`config.mk`:
```
export PLATFORM = sky130hd
export DESIGN_NAME = gate_plant_flat
export DESIGN_NICKNAME = d
export VERILOG_FILES = /design/src/rtl/gate_plant_if.sv /design/src/rtl/gate_plant.sv /design/src/flat_wrapper.sv
export SDC_FILE = /design/constraint.sdc
export NUM_CORES = 1
export LEC_CHECK = 0
export ABC_AREA = 0
export CORE_ASPECT_RATIO = 0.75
export CORE_MARGIN = 4
export CORE_UTILIZATION = 56
export DETAILED_ROUTE_END_ITERATION = 16
export HOLD_SLACK_MARGIN = 0.06
export PLACE_DENSITY = 0.87
export SETUP_SLACK_MARGIN = 0.15
export SYNTH_ARGS = -nofsm -noshare
export SYNTH_HDL_FRONTEND = slang
export SYNTH_SLANG_ARGS = --single-unit
export TNS_END_PERCENT = 50
```
`constraint.sdc`:
```
create_clock -name CLOCK_27 -period 3.3 [get_ports CLOCK_27]
set_input_delay 0.495 -clock CLOCK_27 [delete_from_list [all_inputs] [get_ports CLOCK_27]]
set_output_delay 0.495 -clock CLOCK_27 [all_outputs]
set_load 0.005 [all_outputs]
```
`src/rtl/gate_plant_if.sv`:
```
// Command/status bundle between the gate controller and the gate plant model.
// No latency of its own; it only groups the wires.
// No backpressure: commands are levels, sampled every cycle by the plant.
interface gate_plant_if;
    logic       OPEN_CMD;
    logic       CLOSE_CMD;
    logic       OBSTACLE_REQ;
    logic       MOTOR;
    logic       SENSOR;
    logic [6:0] POSITION;
    logic       FULLY_OPEN;
    logic       FULLY_CLOSED;
    logic [6:0] HEX0;

    // Controller / bench side: drives commands, observes the mechanism
    modport master (
        output OPEN_CMD, CLOSE_CMD, OBSTACLE_REQ,
        input  MOTOR, SENSOR, POSITION, FULLY_OPEN, FULLY_CLOSED, HEX0
    );

    // Plant side: consumes commands, reports the mechanism
    modport slave (
        input  OPEN_CMD, CLOSE_CMD, OBSTACLE_REQ,
        output MOTOR, SENSOR, POSITION, FULLY_OPEN, FULLY_CLOSED, HEX0
    );
endinterface

```
`src/rtl/gate_plant.sv`:
```
// Garage gate mechanism model: motor, position travel, light barrier, state digit.
// Latency: all outputs registered; state/outputs follow a sampled command by 1 cycle.
// No backpressure: open/close/obstacle are level inputs sampled every clock.
module gate_plant #(
    parameter int TRAVEL   = 100,
    parameter int STEP_DIV = 270000
) (
    input  logic         CLOCK_27,
    input  logic         RESET,
    gate_plant_if.slave  plant
);

    localparam int PW = (STEP_DIV > 2) ? $clog2(STEP_DIV) : 1;
    localparam logic [PW-1:0] PRESC_MAX = PW'(STEP_DIV - 1);
    localparam logic [6:0]    TRAV_MAX  = 7'(TRAVEL);

    localparam logic [6:0] HEX_F    = 7'b0001110;
    localparam logic [6:0] HEX_A    = 7'b0001000;
    localparam logic [6:0] HEX_0    = 7'b1000000;
    localparam logic [6:0] HEX_DASH = 7'b0111111;

    typedef enum logic [2:0] {
        ST_CLOSED,
        ST_OPENING,
        ST_OPEN,
        ST_CLOSING,
        ST_STALLED
    } state_t;

    state_t        state_q, state_d;
    logic [6:0]    pos_q, pos_d;
    logic [PW-1:0] presc_q, presc_d;
    logic          motor_q, motor_d;
    logic          sensor_q, sensor_d;
    logic          fo_q, fo_d;
    logic          fc_q, fc_d;
    logic [6:0]    hex_q, hex_d;

    logic cmd_open;
    logic cmd_close;
    logic tick;

    // Next state, position and prescaler; a command change pre-empts a coincident step
    always_comb begin
        cmd_open  = plant.OPEN_CMD & ~plant.CLOSE_CMD;
        cmd_close = plant.CLOSE_CMD & ~plant.OPEN_CMD;
        tick      = (presc_q == PRESC_MAX);
        state_d   = state_q;
        pos_d     = pos_q;
        presc_d   = '0;

        case (state_q)
            ST_CLOSED: begin
                if (cmd_open) state_d = ST_OPENING;
            end
            ST_OPEN: begin
                if (cmd_close) state_d = ST_CLOSING;
            end
            ST_OPENING: begin
                if (cmd_close) begin
                    state_d = ST_CLOSING;
                end else if (!cmd_open) begin
                    state_d = ST_STALLED;
                end else if (tick) begin
                    if (pos_q != TRAV_MAX) pos_d = pos_q + 7'd1;
                    if (pos_q == TRAV_MAX - 7'd1) state_d = ST_OPEN;
                end else begin
                    presc_d = presc_q + PW'(1);
                end
            end
            ST_CLOSING: begin
                if (cmd_open) begin
                    state_d = ST_OPENING;
                end else if (!cmd_close) begin
                    state_d = ST_STALLED;
                end else if (tick) begin
                    if (pos_q != 7'd0) pos_d = pos_q - 7'd1;
                    if (pos_q == 7'd1) state_d = ST_CLOSED;
                end else begin
                    presc_d = presc_q + PW'(1);
                end
            end
            ST_STALLED: begin
                if (cmd_open)       state_d = ST_OPENING;
                else if (cmd_close) state_d = ST_CLOSING;
            end
            default: begin
                state_d = ST_CLOSED;
            end
        endcase
    end

    // Moore outputs computed from the next state so they register alongside it
    always_comb begin
        motor_d  = (state_d == ST_OPENING) || (state_d == ST_CLOSING);
        sensor_d = plant.OBSTACLE_REQ & (state_d != ST_CLOSED);
        fo_d     = (pos_d == TRAV_MAX);
        fc_d     = (pos_d == 7'd0);
        case (state_d)
            ST_CLOSED: hex_d = HEX_F;
            ST_OPEN:   hex_d = HEX_A;
            ST_STALLED: hex_d = HEX_DASH;
            default:   hex_d = HEX_0;
        endcase
    end

    // State and output registers with synchronous reset to a closed, idle gate
    always_ff @(posedge CLOCK_27) begin
        if (RESET) begin
            state_q  <= ST_CLOSED;
            pos_q    <= 7'd0;
            presc_q  <= '0;
            motor_q  <= 1'b0;
            sensor_q <= 1'b0;
            fo_q     <= 1'b0;
            fc_q     <= 1'b1;
            hex_q    <= HEX_F;
        end else begin
            state_q  <= state_d;
            pos_q    <= pos_d;
            presc_q  <= presc_d;
            motor_q  <= motor_d;
            sensor_q <= sensor_d;
            fo_q     <= fo_d;
            fc_q     <= fc_d;
            hex_q    <= hex_d;
        end
    end

    assign plant.MOTOR        = motor_q;
    assign plant.SENSOR       = sensor_q;
    assign plant.POSITION     = pos_q;
    assign plant.FULLY_OPEN   = fo_q;
    assign plant.FULLY_CLOSED = fc_q;
    assign plant.HEX0         = hex_q;

endmodule

```
`src/flat_wrapper.sv`:
```
// flat-port wrapper written by rule: the top's interface ports become plain ports
module gate_plant_flat 
#(
    parameter int TRAVEL   = 100,
    parameter int STEP_DIV = 270000
)
  (CLOCK_27, RESET, plant_OPEN_CMD, plant_CLOSE_CMD, plant_OBSTACLE_REQ, plant_MOTOR, plant_SENSOR, plant_POSITION, plant_FULLY_OPEN, plant_FULLY_CLOSED, plant_HEX0);
  gate_plant_if plant_i ();
  input  logic CLOCK_27;
  input  logic RESET;
  input wire logic [$bits(plant_i.OPEN_CMD)-1:0] plant_OPEN_CMD;
  input wire logic [$bits(plant_i.CLOSE_CMD)-1:0] plant_CLOSE_CMD;
  input wire logic [$bits(plant_i.OBSTACLE_REQ)-1:0] plant_OBSTACLE_REQ;
  output wire logic [$bits(plant_i.MOTOR)-1:0] plant_MOTOR;
  output wire logic [$bits(plant_i.SENSOR)-1:0] plant_SENSOR;
  output wire logic [$bits(plant_i.POSITION)-1:0] plant_POSITION;
  output wire logic [$bits(plant_i.FULLY_OPEN)-1:0] plant_FULLY_OPEN;
  output wire logic [$bits(plant_i.FULLY_CLOSED)-1:0] plant_FULLY_CLOSED;
  output wire logic [$bits(plant_i.HEX0)-1:0] plant_HEX0;
  assign plant_i.OPEN_CMD = plant_OPEN_CMD;
  assign plant_i.CLOSE_CMD = plant_CLOSE_CMD;
  assign plant_i.OBSTACLE_REQ = plant_OBSTACLE_REQ;
  assign plant_MOTOR = plant_i.MOTOR;
  assign plant_SENSOR = plant_i.SENSOR;
  assign plant_POSITION = plant_i.POSITION;
  assign plant_FULLY_OPEN = plant_i.FULLY_OPEN;
  assign plant_FULLY_CLOSED = plant_i.FULLY_CLOSED;
  assign plant_HEX0 = plant_i.HEX0;
  gate_plant #(.TRAVEL(TRAVEL), .STEP_DIV(STEP_DIV)) u_core (.CLOCK_27(CLOCK_27), .RESET(RESET), .plant(plant_i));
endmodule
```
==> flow_metrics.env, run 1 <==
export IMPL_status="completed"
export IMPL_p_leak_uw=0.000824
export IMPL_yosys_register_bits=37
export IMPL_grt_pass1_vias=1827
export IMPL_power_density_nw_per_um2=333
export IMPL_crit_path_start_kind="flop"
export IMPL_drt_total_wl_mm=5.13
export IMPL_cts_hold_buf=0
export IMPL_critical_path_endpoint_type="flop"
export IMPL_min_path_type="reg -> reg"
export IMPL_grt_overflow_total=0
export IMPL_ant_nets=0
export IMPL_cp_arrival_ns=3.06
export IMPL_peakVddDrop_mv=0.217
export IMPL_critPathMaxFanout=10
export IMPL_ctsHtreeMaxLevel=2
export IMPL_setup_viol=0
export IMPL_finalCritPeriodShare_pct=87.6
export IMPL_worstMarginPinSlew_ns=0.527
export IMPL_timing_rr_start="u_core.presc_q[0]"
export IMPL_grt_pass1_wl_mm=8.47
export IMPL_synth_ff_type="dfxtp_1"
export IMPL_fin_skew_ns=0.00686
export IMPL_cts_setup_buffers=0
export IMPL_antennaDiodeCount=0
export IMPL_cp_common_cell="nand4_2"
export IMPL_start_util_pct=58.3
export IMPL_die_y_um=61.5
export IMPL_fin_crit_ns=2.89
export IMPL_fin_hold_ws_ns=0.446
export IMPL_final_cell_mix="nor2_1 (38), dfxtp_1 (37), clkdlybuf4s50_1 (22)"
export IMPL_r2r_cells=8
export IMPL_fin_setup_tns_ns=0
export IMPL_io_buffer_count=22
export IMPL_syn_avg_cell_area_um2=8.15
export IMPL_clock_latency_ns=0.30
export IMPL_cts_buffers=5
export IMPL_clk_path_buf_depth=2
export IMPL_fmax_ghz=0.346
export IMPL_num_vias=2048
export IMPL_wl_per_cell_um=15.3
export IMPL_worstReg2RegEnd="u_core.plant.FULLY_CLOSED"
export IMPL_dp_slack_ns=0.276
export IMPL_drv_slew=0
export IMPL_core_um2=3660
export IMPL_max_slew_margin_pct=64.5
export IMPL_syn_cell_area_um2=2130
export IMPL_core_rowCount=19
export IMPL_hold_violations=0
export IMPL_drv_cap=0
export IMPL_antenna_found_initial=0
export IMPL_rrSetupSlack_ns=0.41
export IMPL_synth_edf_count=0
export IMPL_rsz0062_at_grt="false"
export IMPL_first_iter_violations=309
export IMPL_worstSetupPathType="reg -> reg"
export IMPL_drc=0
export IMPL_ys_seq_area_share_pct=34.7
export IMPL_dp_hpwl_mm=3.79
export IMPL_holdCritStartpoint="u_core.presc_q[0]"
export IMPL_post_cts_resized=0
export IMPL_fin_ws_ns=0.409
export IMPL_synth_cell_type_count=56
export IMPL_layout_commonest_cell="nor2_1"
export IMPL_die_area_um2=4870
export IMPL_avgViaCountPerCell=6.13
export IMPL_place_congestion=1.02
export IMPL_cts_num_sinks=37
export IMPL_required_ns=3.47
export IMPL_grt_total_usage_pct=22.6
export IMPL_grt_max_degree=20
export IMPL_die_width_um=79.3
export IMPL_async_reset_ff_share_pct=0
export IMPL_path_cells="ha_1, and3_1, nand4_2, nor4_1, mux2_2, a22oi_1, nand4_2, o41ai_1"
export IMPL_critPathMaxStageDelay_ns=0.45
export IMPL_layout_nets=290
export IMPL_clk_pin_slew_ns=0.07
export IMPL_hold_path_end="u_core.presc_q[0]"
export IMPL_io_pins=23
export IMPL_cp_slowest_cell="nor4_1"
export IMPL_yosys_warnings=0
export IMPL_areaGrowthSynthToFinish_pct=15.0
export IMPL_first_pass_iters=8
export IMPL_cts_tree="done"
export IMPL_cts_root_buf="clkbuf_8"
export IMPL_syn_nets=271
export IMPL_whs_path_depth=1
export IMPL_drive_above_1_share_pct=9.57
export IMPL_netlist_instances=262
-- area by class of cell --
class	instances	area [µm²]
Clock inverter	2	10.0
Clock buffer	6	72.6
Timing Repair Buffer	26	250
Inverter	8	30.0
Tap cell	52	65.1
Sequential cell	37	741
Multi-Input combinational cell	203	1290
Fill cell	320	1210
-- layer usage --
metal,part of all wire (%),global-route usage (%)
met3,11,5.85
met2,41,35.0
met1,45,30.4
met5,0,0
met4,3.0,9.56
-- cell usage after synthesis, drive strengths merged, types with 2 or more instances --
| library cell | number | area, µm² |
|---|---|---|
| nand2b | 8 | 50.1 |
| o21ai | 6 | 30.0 |
| or4 | 2 | 15.0 |
| nor3 | 12 | 65.1 |
| and3 | 8 | 51.3 |
| inv | 8 | 30.0 |
| and2 | 5 | 31.3 |
| o22ai | 4 | 31.3 |
| o41ai | 2 | 25.0 |
| or2 | 4 | 25.0 |
| nor2 | 38 | 143 |
| nor4 | 10 | 75.1 |
| nor2b | 5 | 31.3 |
| a211oi | 3 | 22.5 |
| xor2 | 10 | 87.6 |
| nand4 | 9 | 68.8 |
| nand2 | 18 | 70.1 |
| or3 | 3 | 18.8 |
| nand3b | 3 | 22.5 |
| nor4b | 2 | 32.5 |
| dfxtp | 37 | 741 |
| a21oi | 10 | 50.1 |
| nand3 | 12 | 60.1 |
| buf | 9 | 58.8 |
| a22oi | 2 | 15.0 |
| xnor2 | 7 | 61.3 |
| ha | 4 | 50.1 |
| clkbuf | 5 | 18.8 |
-- critical path, delay by kind of cell (launching register included) --
kind                     cells  cell delay (ns)
AND/OR/NAND/NOR              4             1.15
AO/OA/AOI/OAI                2             0.68
multiplexers                 1             0.38
flip-flops                   1             0.35
adder cells (fa/ha/maj)      1             0.21
-- cell families after synthesis --
group                    after synthesis  synth area share [%]
AND/OR/NAND/NOR                      144                  37.9
flip-flops                            37                  34.7
AO/OA/AOI/OAI                         36                  12.1
buffers and inverters                 22                  5.04
XOR/XNOR                              17                  6.98
adder cells (fa/ha/maj)                4                  2.34
multiplexers                           2                 0.996
-- sequential cells by signal (all words and copies together) (netlist names) --
| signal | count |
|---|---|
| u_core.plant.SENSOR | 1 |
| u_core.state_q | 3 |
| u_core.plant.MOTOR | 1 |
| u_core.plant.FULLY_OPEN | 1 |
| u_core.presc_q | 19 |
| u_core.plant.POSITION | 7 |
| u_core.plant.HEX0 | 4 |
| u_core.plant.FULLY_CLOSED | 1 |
-- stage by stage --
stage                     util [%]  instance area (µm²)  instances  total power (µW)
after floorplan                  -                 2130        262               495
after global placement        64.8                 2370        326               517
after detailed placement      64.8                 2370        326               518
after CTS                     67.1                 2450        334               818
after global routing          67.1                 2450        334               844
final                         67.1                 2450        334               816
-- how the worst max path moves through the flow --
stage,start,endpoint,cells after the start
4_1_cts,u_core.presc_q[0],u_core.plant.FULLY_CLOSED,8
5_1_grt,u_core.presc_q[0],u_core.plant.FULLY_CLOSED,8
3_3_place_gp,plant_CLOSE_CMD,u_core.plant.FULLY_CLOSED,8
6_report,u_core.presc_q[0],u_core.plant.FULLY_CLOSED,8
3_5_place_dp,plant_CLOSE_CMD,u_core.plant.FULLY_CLOSED,8
2_1_floorplan,plant_CLOSE_CMD,u_core.plant.FULLY_CLOSED,8
-- report_power, final --
part	switching, µW	total, µW	internal [µW]
sequential	5.47	458	453
combinational	23.9	50.7	26.9
clock	161	307	146
total	190	816	626
Power figures use the tool's default switching activity.
==> run 2, diff against run 1 <==
- ABC_AREA: 0 -> 1
- CORE_UTILIZATION: 56 -> 57
==> flow_metrics.env, run 2 <==
export IMPL_status="completed"
export IMPL_max_slew_margin_pct=65.9
export IMPL_first_pass_iters=5
export IMPL_worstSetupPathType="in -> reg"
export IMPL_dp_hpwl_mm=4.82
export IMPL_synth_cell_type_count=33
export IMPL_syn_nets=406
export IMPL_required_ns=3.52
export IMPL_hold_violations=0
export IMPL_wl_per_cell_um=13.2
export IMPL_core_rowCount=20
export IMPL_cp_arrival_ns=2.54
export IMPL_setup_viol=0
export IMPL_yosysMostFrequentCell="nand2_1"
export IMPL_syn_avg_cell_area_um2=6.15
export IMPL_die_area_um2=5400
export IMPL_critPathMaxStageDelay_ns=0.45
export IMPL_cts_num_sinks=37
export IMPL_cts_buffers=5
export IMPL_drt_total_wl_mm=6.24
export IMPL_crit_path_start_kind="input port"
export IMPL_grt_pass1_wl_mm=10.5
export IMPL_die_width_um=83.6
export IMPL_min_path_type="reg -> reg"
export IMPL_rsz0062_at_grt="false"
export IMPL_fin_setup_tns_ns=0
export IMPL_clk_path_buf_depth=2
export IMPL_cp_top_family="buffers and inverters"
export IMPL_fin_crit_ns=2.32
export IMPL_yosys_warnings=0
export IMPL_io_buffer_count=22
export IMPL_die_y_um=64.7
export IMPL_peakVddDrop_mv=0.257
export IMPL_grt_overflow_total=0
export IMPL_synth_top_area_cell="dfxtp_1"
export IMPL_placed_area_um2=2670
export IMPL_critPathMaxFanout=11
export IMPL_synth_ff_type="dfxtp_1"
export IMPL_fin_hold_ws_ns=0.455
export IMPL_antennaDiodeCount=0
export IMPL_synth_edf_count=0
export IMPL_grt_max_degree=18
export IMPL_post_cts_resized=0
export IMPL_worstMarginPinSlew_ns=0.508
export IMPL_cp_num_buf_inv=5
export IMPL_p_leak_uw=0.00123
export IMPL_areaGrowthSynthToFinish_pct=13.4
export IMPL_drive_above_1_share_pct=8.13
export IMPL_fin_skew_ns=0.00672
export IMPL_ant_nets=0
export IMPL_core_um2=4080
export IMPL_power_density_nw_per_um2=323
export IMPL_grtUsageMet2_pct=33.6
export IMPL_fmax_ghz=0.431
export IMPL_grt_total_usage_pct=23.9
export IMPL_design_area_um2=2770
export IMPL_grt_busiest_layer="met1"
export IMPL_layout_nets=426
export IMPL_final_cell_mix="nand2_1 (93), nor2_1 (68), inv_1 (60)"
export IMPL_cts_tree="done"
export IMPL_netlist_instances=397
export IMPL_finalCritPeriodShare_pct=70.3
export IMPL_synth_top_area_share_pct=30.3
export IMPL_grt_pass1_vias=2269
export IMPL_cts_setup_buffers=0
export IMPL_cts_hold_buf=0
export IMPL_avgViaCountPerCell=5.52
export IMPL_grt_util_met1_pct=35.8
export IMPL_clk_pin_slew_ns=0.08
export IMPL_start_util_pct=59.8
export IMPL_cts_root_buf="clkbuf_8"
export IMPL_antenna_found_initial=0
export IMPL_syn_cell_area_um2=2440
export IMPL_drv_slew=0
export IMPL_largest_reg_flops=19
export IMPL_critical_path_endpoint_type="flop"
export IMPL_drv_cap=0
export IMPL_ys_top_cells_by_area="dfxtp_1 (30%), nand2_1 (14%), nor2_1 (10%)"
export IMPL_num_vias=2609
export IMPL_ctsHtreeMaxLevel=2
export IMPL_io_pins=23
export IMPL_largest_register="u_core.presc_q"
export IMPL_gr_usage_met3_pct=5.72
export IMPL_layout_commonest_cell="nand2_1"
export IMPL_ys_seq_area_share_pct=30.3
export IMPL_place_congestion=0.950
export IMPL_path_cells="clkdlybuf4s50_1, inv_1, nor2_1, buf_4, inv_1, nor2_1, o21ai_1, nor2_2, inv_2, nor3_1"
export IMPL_async_reset_ff_share_pct=0
export IMPL_clock_latency_ns=0.30
export IMPL_yosys_register_bits=37
export IMPL_drc=0
export IMPL_ys_top_cells_by_count="nand2_1 (93), nor2_1 (68), inv_1 (60), nand3_1 (38), dfxtp_1 (37)"
export IMPL_first_iter_violations=297
export IMPL_cp_slowest_cell="clkdlybuf4s50_1"
-- run 2: changes by cell type after synthesis, moves of 6 or more --
| cell | before | now |
|---|---|---|
| xor2_1 | 10 | 3 |
| inv_2 | 0 | 7 |
| nand3_1 | 12 | 38 |
| nor2_1 | 38 | 68 |
| nand2b_1 | 8 | 0 |
| nand2_1 | 17 | 93 |
| inv_1 | 8 | 60 |
| xnor2_1 | 7 | 1 |
| nand4_1 | 7 | 16 |
| and3_1 | 7 | 0 |
-- run 2: cells by family after synthesis --
logic type	count (synthesis)	synth area share, %
flops	37	30.3
compound gates	22	4.72
buf+inv	78	13.4
xor+xnor	5	2.10
simple gates	251	47.4
fa+ha+maj	4	2.05
-- run 2: power breakdown --
group,leakage (µW),total (µW),switching [µW],internal (µW)
logic,0.000877,82.2,47.7,34.5
clock network,0.0000542,353,164,189
registers,0.000299,460,5.05,455
total,0.00123,895,217,678
-- run 2: path summary, 6_finish.rpt --
check                           start                 endpoint  slack (ns)  cells after the start
min reg2reg         u_core.presc_q[0]        u_core.presc_q[0]        0.46                      1
max reg2reg  u_core.plant.POSITION[2]  u_core.plant.FULLY_OPEN        1.11                     10
max                    plant_OPEN_CMD       u_core.presc_q[16]        0.98                     10
min                 u_core.presc_q[0]        u_core.presc_q[0]        0.46                      1
-- run 2: area by class of cell --
class / instances / area (µm²)
clock inverters: 1 / 5.00
well taps: 55 / 68.8
inverters: 68 / 255
multi-input cells: 282 / 1370
clock buffers: 7 / 96.3
repair buffers: 23 / 228
flip-flops and latches: 37 / 741
fillers: 372 / 1310
-- run 2: worst reg2reg max path: cells and delay by family (launching register included) --
| kind | cells | cell delay (ns) |
|---|---|---|
| simple gates | 7 | 1.13 |
| flops | 1 | 0.51 |
| compound gates | 2 | 0.28 |
| buf+inv | 1 | 0.21 |
-- run 2: through the flow --
stage | util [%] | total power [µW] | setup WS (ns) | std cells
floorplan | - | 518 | 1.51 | 397
global placement | 65.4 | 549 | 0.817 | 465
detailed placement | 65.4 | 550 | 0.746 | 465
CTS | 67.9 | 897 | 1.05 | 473
global route | 67.9 | 931 | 0.862 | 473
finish | 67.9 | 895 | 0.980 | 473
-- run 2: layer usage --
metal | vias up | share of wire, %
met3 | 12 | 10
met5 | - | 0
met1 | 1174 | 49
met2 | 130 | 38
li1 | 1293 | -
met4 | 0 | 1.7
